[src/rtl/oneshot_multi.sv]
// Multi-channel one-shot pulse generator: per-channel trigger synchroniser,
// rising-edge detect, and a programmable-length pulse with optional retrigger.
module oneshot_multi #(
    parameter int CH   = 4,
    parameter int CW   = 8,
    parameter int SYNC = 2
) (
    input  logic          clk,
    input  logic          reset,
    input  logic [CH-1:0] in,
    input  logic [CW-1:0] len,
    input  logic [CH-1:0] retrig,
    output logic [CH-1:0] enable,
    output logic [CH-1:0] done,
    output logic          busy
);

    typedef enum logic {IDLE = 1'b0, ACTIVE = 1'b1} state_t;

    logic len_ok;
    assign len_ok = (len != '0);

    for (genvar c = 0; c < CH; c++) begin : g_ch
        logic          synced;
        logic          prev;
        logic          rise;
        state_t        state, state_nxt;
        logic [CW-1:0] cnt, cnt_nxt;
        logic          done_nxt;
        logic          en_q;
        logic          done_q;

        // Flops preset to 1 so a trigger held high through reset never fires.
        if (SYNC > 0) begin : g_sync
            logic [SYNC-1:0] sync_q;
            always_ff @(posedge clk) begin
                if (reset) sync_q <= '1;
                else       sync_q <= (sync_q << 1) | SYNC'(in[c]);
            end
            assign synced = sync_q[SYNC-1];
        end else begin : g_nosync
            assign synced = in[c];
        end

        always_ff @(posedge clk) begin
            if (reset) prev <= 1'b1;
            else       prev <= synced;
        end

        assign rise = synced & ~prev;

        always_comb begin
            state_nxt = state;
            cnt_nxt   = cnt;
            done_nxt  = 1'b0;
            case (state)
                IDLE: begin
                    if (rise && len_ok) begin
                        state_nxt = ACTIVE;
                        cnt_nxt   = len - CW'(1);
                    end
                end
                ACTIVE: begin
                    // An accepted retrigger outranks expiry so enable never gaps.
                    if (retrig[c] && rise && len_ok) begin
                        cnt_nxt = len - CW'(1);
                    end else if (cnt == '0) begin
                        state_nxt = IDLE;
                        done_nxt  = 1'b1;
                    end else begin
                        cnt_nxt = cnt - CW'(1);
                    end
                end
                default: state_nxt = IDLE;
            endcase
        end

        always_ff @(posedge clk) begin
            if (reset) begin
                state  <= IDLE;
                cnt    <= '0;
                en_q   <= 1'b0;
                done_q <= 1'b0;
            end else begin
                state  <= state_nxt;
                cnt    <= cnt_nxt;
                en_q   <= (state_nxt == ACTIVE);
                done_q <= done_nxt;
            end
        end

        assign enable[c] = en_q;
        assign done[c]   = done_q;
    end

    assign busy = |enable;

endmodule

[config.mk]
export PLATFORM = sky130hd
export DESIGN_NAME = oneshot_multi
export DESIGN_NICKNAME = d
export VERILOG_FILES = /design/src/rtl/oneshot_multi.sv
export SDC_FILE = /design/constraint.sdc
export NUM_CORES = 1
export LEC_CHECK = 0
export ABC_CLOCK_PERIOD_IN_PS = 2400
export CORE_MARGIN = 2
export CORE_UTILIZATION = 55
export CTS_CLUSTER_SIZE = 30
export DETAILED_ROUTE_END_ITERATION = 12
export GPL_ROUTABILITY_DRIVEN = 1
export PLACE_DENSITY_LB_ADDON = 0.25
export REMOVE_ABC_BUFFERS = 1
export SYNTH_ARGS = -nofsm -noshare
export SYNTH_HDL_FRONTEND = slang
export SYNTH_SLANG_ARGS = --single-unit
[constraint.sdc]
create_clock -name clk -period 2.4 [get_ports clk]
set_clock_uncertainty 0.1 [all_clocks]
set_input_delay 0.24 -clock clk [delete_from_list [all_inputs] [get_ports clk]]
set_output_delay 0.24 -clock clk [all_outputs]
set_load 0.005 [all_outputs]
# Word level (Yosys, flattened, before mapping)
# Cells that the tools add are included.
# W data, S select, Z words.
totals:
  reg_bits: 52
  input_bits: 18
  output_inout_bits: 9
  word_cells: 111
op_classes:
  add_sub_neg: 5
  eq_ne: 8
  mux: 36
  bitwise_logic: 16
  n_reduce_logical: 26
ops:
  columns: ["cell", "count"]
  rows:
  - ["$mux W8", 12]
  - ["$pmux W8 S2", 4]
  - ["$sub A8 B1 Y8 const B", 5]
  - ["$logic_not A8 Y1", 4]
  - ["$mux W1", 16]
  - ["$logic_and A1 B1 Y1", 12]
  - ["$ne A3 B3 Y1 const B", 4]
  - ["$reduce_or A3 Y1", 4]
  - ["$ne A2 B2 Y1 const B", 4]
  - ["$not A1 Y1", 8]
  - ["$or A2 B1 Y2", 4]
  - ["$pmux W1 S2", 4]
  - ["$reduce_and A2 Y1", 4]
  - ["$reduce_bool A8 Y1", 1]
  - ["$and A1 B1 Y1", 4]
  - ["$reduce_or A4 Y1", 1]

# Logic depth before layout (Yosys ltp)
depth:
  depth_word: 6
  depth_mapped: 8

# Least setup slack after synthesis
# Ideal clock, no wire load.
synth_timing:
  path_type: "input-to-reg"
  from: "input len[0]"
  to: "register g_ch[1].cnt[0]"
  t_arrival_ns: 1.902
  t_required_ns: 2.181
  setup_slack_ns: 0.279
  stages: 8
  path_cell_list: "inv_1 -> ha_1 -> or3b_2 -> o211a_1 -> buf_4 -> o22ai_4 -> a21oi_1 -> o221a_1"
synth_via:
  elab_chain_cells: 4
  word_cells_on_any_way: 10
  classes_between: "add/sub (1); eq/ne (2); mux (3); reduce/logical (4)"
synth_lines:
  columns: ["element", "line_no", "rtl"]
  rows:
  - ["start: declaration", "11", "input logic [CW-1:0] len,"]
  - ["parallel branches: the longest is 4 deep, another holds $sub A8 B1 Y8", null, null]
  - ["end signal: assignment", "86", "cnt <= cnt_nxt;"]
  - ["end: declaration", "28", "logic [CW-1:0] cnt, cnt_nxt;"]
# Parallel ways; which one is timed is not known. The select of a mux whose other input is x is not followed.
# A chain may end at the register's enable or synchronous reset.

# Worst setup path in the final report
layout_timing:
  from: "input len[0]"
  to: "register g_ch[3].cnt[0]"
layout_via:
  elab_chain_cells: 4
  word_cells_on_any_way: 10
  classes_between: "add/sub (1); eq/ne (2); mux (3); reduce/logical (4)"
layout_lines:
  columns: ["element", "line_no"]
  rows:
  - ["parallel branches: the longest is 4 deep, another holds $sub A8 B1 Y8", null]
  - ["end signal: assignment", "86"]
  - ["end: declaration", "28"]
# Parallel ways; which one is timed is not known. The select of a mux whose other input is x is not followed.

==> results.py <==
metrics = {
    "synth": {
        "synth_edf_count": 0,
        "post_synth_num_cell_types": 66,
        "synth_xor_xnor_area_share": 0.0171,
        "synth.top_cell.area_share": 0.339,
        "synth-async-reset-ratio": 0,
        "yosysTopAreaCell": "dfxtp_1",
        "synth-simple-area-share": 0.274,
        "syn_avg_cell_area_um2": 8.31,
        "synthAdderAreaFrac": 0.0407,
        "synth_top_family_by_area": "simple AND/OR/NAND/NOR gates",
        "synth_ff_type": "dfxtp_1",
        "synth-seq-cells": 52,
        "yosys-top-cells-area": "dfxtp_1, a21oi_1, ha_1, nand2_1, or2_2",
        "synth_compound_area_frac": 0.231,
        "yosysSeqAreaShare": 0.339,
        "synthCells": 370,
        "yosys-mux-area-fraction": 0.0330,
        "syn-cell-area_um2": 3070,
        "yosysWarningCount": 0,
    },
    "cts": {
        "cts_root_buffer": "clkbuf_8",
        "cts_made_buffers": 5,
        "post-cts-setup-buffers": 0,
        "cts_tree": "done",
        "htreeDepth": 2,
        "cts_resized": 0,
        "ctsLongestPathBuffers": 2,
        "cts_hold_buf": 0,
        "clk_pin_slew_worst_paths_ps": 100,
        "clk_latency_ps": 320,
        "clock_sinks": 52,
    },
    "min_path": {
        "hold_path_depth": 1,
        "holdCritStartpoint": "g_ch[2].g_sync.sync_q[0]",
        "hold_path_end": "g_ch[2].g_sync.sync_q[1]",
        "min-delay-path-class": "flip-flop to flip-flop",
    },
    "grt": {
        "grt_pass1_wl_mm": 13.3,
        "overflow": 0,
        "antenna_found_initial": 0,
        "grt_pass1_vias": 2841,
        "grt_max_degree": 31,
        "grt_util_all_layers": 0.269,
    },
    "power_and_ir_drop": {
        "p_int_mw": 1.34,
        "sw_frac_of_total": 0.296,
        "powerDensity_nw_per_um2": 501,
        "combPwrFrac": 0.226,
        "total_power_mw": 1.90,
        "ir_drop_mv": 0.239,
        "switching_power_uw": 561,
        "power_leakage_nw": 1.48,
        "power_frac_seq": 0.487,
        "clkPwrFrac": 0.287,
    },
    "sta": {
        "relSlewSlack": 0.560,
        "hold_slack_ps": 319,
        "rsz0062_at_grt": "no",
        "fin_crit_sh": 0.954,
        "fmax_mhz": 437,
        "setup_viol": 0,
        "hold_violations": 0,
        "maxSlewViolCount": 0,
        "setup_tns_ps": 0,
        "fin_crit_ps": 2290,
        "worst_slew_pin_slew_ps": 659,
    },
    "floorplan": {
        "die_area_um2": 6200,
        "die_h_um": 78.8,
        "initial_core_util": 0.565,
        "core_um2": 5440,
        "rows": 27,
        "io-pin-count": 27,
        "die_width_um": 78.8,
    },
    "route": {
        "routed_wl_mm": 7.93,
        "num_vias": 3006,
        "vias_per_cell": 5.96,
        "postRouteAntennaNets": 0,
        "drc": 0,
        "first_pass_iters": 5,
        "drtIter0Drc": 183,
        "wl_per_cell_um": 15.7,
    },
    "placement": {
        "dp_hpwl_mm": 5.84,
        "gp_congestion": 0.868,
        "io_buffers": 26,
        "placed_cell_area_um2": 3690,
    },
    "job": {
        "cap_violations": 0,
    },
    "critical_path": {
        "cp_data_arrival_time_ps": 2390,
        "crit_chain": "clkdlybuf4s50_1, inv_1, ha_1, or3b_2, o211ai_4, and2_1, o21ai_0, o221a_1",
        "cp.required_ps": 2500,
        "timing.rr.start": "g_ch[3].cnt[0]",
        "ff2ff_path_depth": 7,
        "cp-start-kind": "primary input",
        "r2r-end": "g_ch[3].cnt[0]",
        "slowest_stage": "or3b_2",
        "cpPeakStageDelay_ps": 530,
        "cp_max_fo": 7,
        "endpoint_kind": "flip-flop",
        "path_delay_family": "simple AND/OR/NAND/NOR gates",
        "crit_buf_inv": 2,
        "crit_type": "primary input to flip-flop",
        "r2r_slack_ps": 310,
    },
    "layout": {
        "fin_nets": 459,
        "syn_to_final_growth_pct": 23.1,
        "drive_above_1_share": 0.213,
        "antenna_cells": 0,
        "postLayoutCoreUtil": 0.696,
        "final_area_um2": 3780,
    },
    "run_status": {
        "status": "complete, no violations",
    },
}
-- placed cells by master, fill, tap and decap left out, types with 4 or more instances in the layout --
cell type        synthesis  routed
ha_1                    10      10
nor4_1                   7       7
nor2_1                  23      23
dfxtp_1                 52      52
a21oi_1                 35      35
o211ai_1                 6       6
nor3_1                  14      14
o21ai_0                 17      17
buf_4                   11      52
clkdlybuf4s50_1          0      26
nand2_1                 27      27
nand3_1                  6       6
o32ai_1                  5       5
or2_2                   15      15
nor2b_1                  9       9
or3_1                    6       6
nand2b_1                 6       6
clkbuf_8                 0       6
nand3b_1                 4       4
nor3b_1                  6       6
inv_1                   18      18
mux2i_1                  9       9
-- state kept, by name, summed over array words and instances, names as in the netlist --
signal / count
g_ch.done_q: 4
g_ch.cnt: 32
g_ch.en_q: 4
g_ch.prev: 4
g_ch.g_sync.sync_q: 8
-- area by class of cell --
| cell class | instances | area [µm²] |
|---|---|---|
| fillers | 455 | 1650 |
| clock inverters | 2 | 13.8 |
| multi-input cells | 276 | 1840 |
| repair buffers | 78 | 651 |
| flip-flops and latches | 52 | 1040 |
| clock buffers | 6 | 82.6 |
| well taps | 72 | 90.1 |
| inverters | 18 | 67.6 |
-- per-layer routing --
| metal | vias to the layer above | GRT usage | wire length, µm |
|---|---|---|---|
| met1 | 1424 | 0.334 | 3390 |
| met2 | 95 | 0.468 | 4010 |
| li1 | 1471 | - | - |
| met3 | 16 | 0.0500 | 349 |
| met5 | - | 0 | 0 |
| met4 | 0 | 0.0895 | 174 |
-- synth_stat cells, types with 3 or more instances --
| cell | n |
|---|---|
| nor4_1 | 7 |
| a21o_1 | 3 |
| xnor2_1 | 3 |
| a31oi_1 | 3 |
| nand2b_1 | 6 |
| o21ai_0 | 17 |
| nor3b_1 | 6 |
| nand3_1 | 6 |
| ha_1 | 10 |
| nand2_1 | 27 |
| a21oi_1 | 35 |
| nand3b_1 | 4 |
| nor3_1 | 14 |
| or4_1 | 3 |
| mux2i_1 | 9 |
| or3_1 | 6 |
| xor2_1 | 3 |
| clkbuf_1 | 11 |
| nor2b_1 | 9 |
| a211oi_1 | 3 |
| o211ai_1 | 6 |
| buf_4 | 11 |
| o32ai_1 | 5 |
| and3_1 | 3 |
| o22ai_1 | 3 |
| or2_2 | 15 |
| dfxtp_1 | 52 |
| inv_1 | 18 |
| nand4_1 | 3 |
| nor2_1 | 23 |
| or3b_2 | 3 |
-- power groups by stage --
| stage | sequential (mW) | combinational [mW] | clock, mW |
|---|---|---|---|
| 6_report | 0.923 | 0.428 | 0.545 |
| 2_1_floorplan | 0.937 | 0.233 | 0 |
| 5_1_grt | 0.928 | 0.470 | 0.588 |
| 3_5_place_dp | 0.942 | 0.420 | 0 |
| 4_1_cts | 0.922 | 0.423 | 0.551 |
| 3_3_place_gp | 0.941 | 0.413 | 0 |
-- per-stage QoR --
step | setup slack [ps] | cells
floorplan | -157 | 346
global placement | -150 | 496
CTS | 120 | 504
finish | 112 | 504
detailed placement | -216 | 496
global route | 10.8 | 504
-- kinds of logic after synthesis --
logic type	count (synthesis)
and+or+nand+nor	148
AOI/OAI and AO/OA	102
DFF	52
buffers and inverters	42
muxes	10
adders and majority gates	10
xor gates and xnor gates	6
-- worst max path at each step --
| stage | from | to | slack (ps) | cells past startpoint |
|---|---|---|---|---|
| final | len[0] | g_ch[3].cnt[0] | 110 | 8 |
| after global routing | len[0] | g_ch[3].cnt[6] | 10 | 8 |
| after CTS | len[0] | g_ch[1].cnt[2] | 120 | 8 |
| after detailed placement | len[0] | g_ch[1].cnt[2] | -220 | 8 |
| after global placement | len[0] | g_ch[1].cnt[2] | -150 | 8 |
| after floorplan | len[0] | g_ch[2].cnt[4] | -160 | 7 |
(Power assumes the default switching activity.)
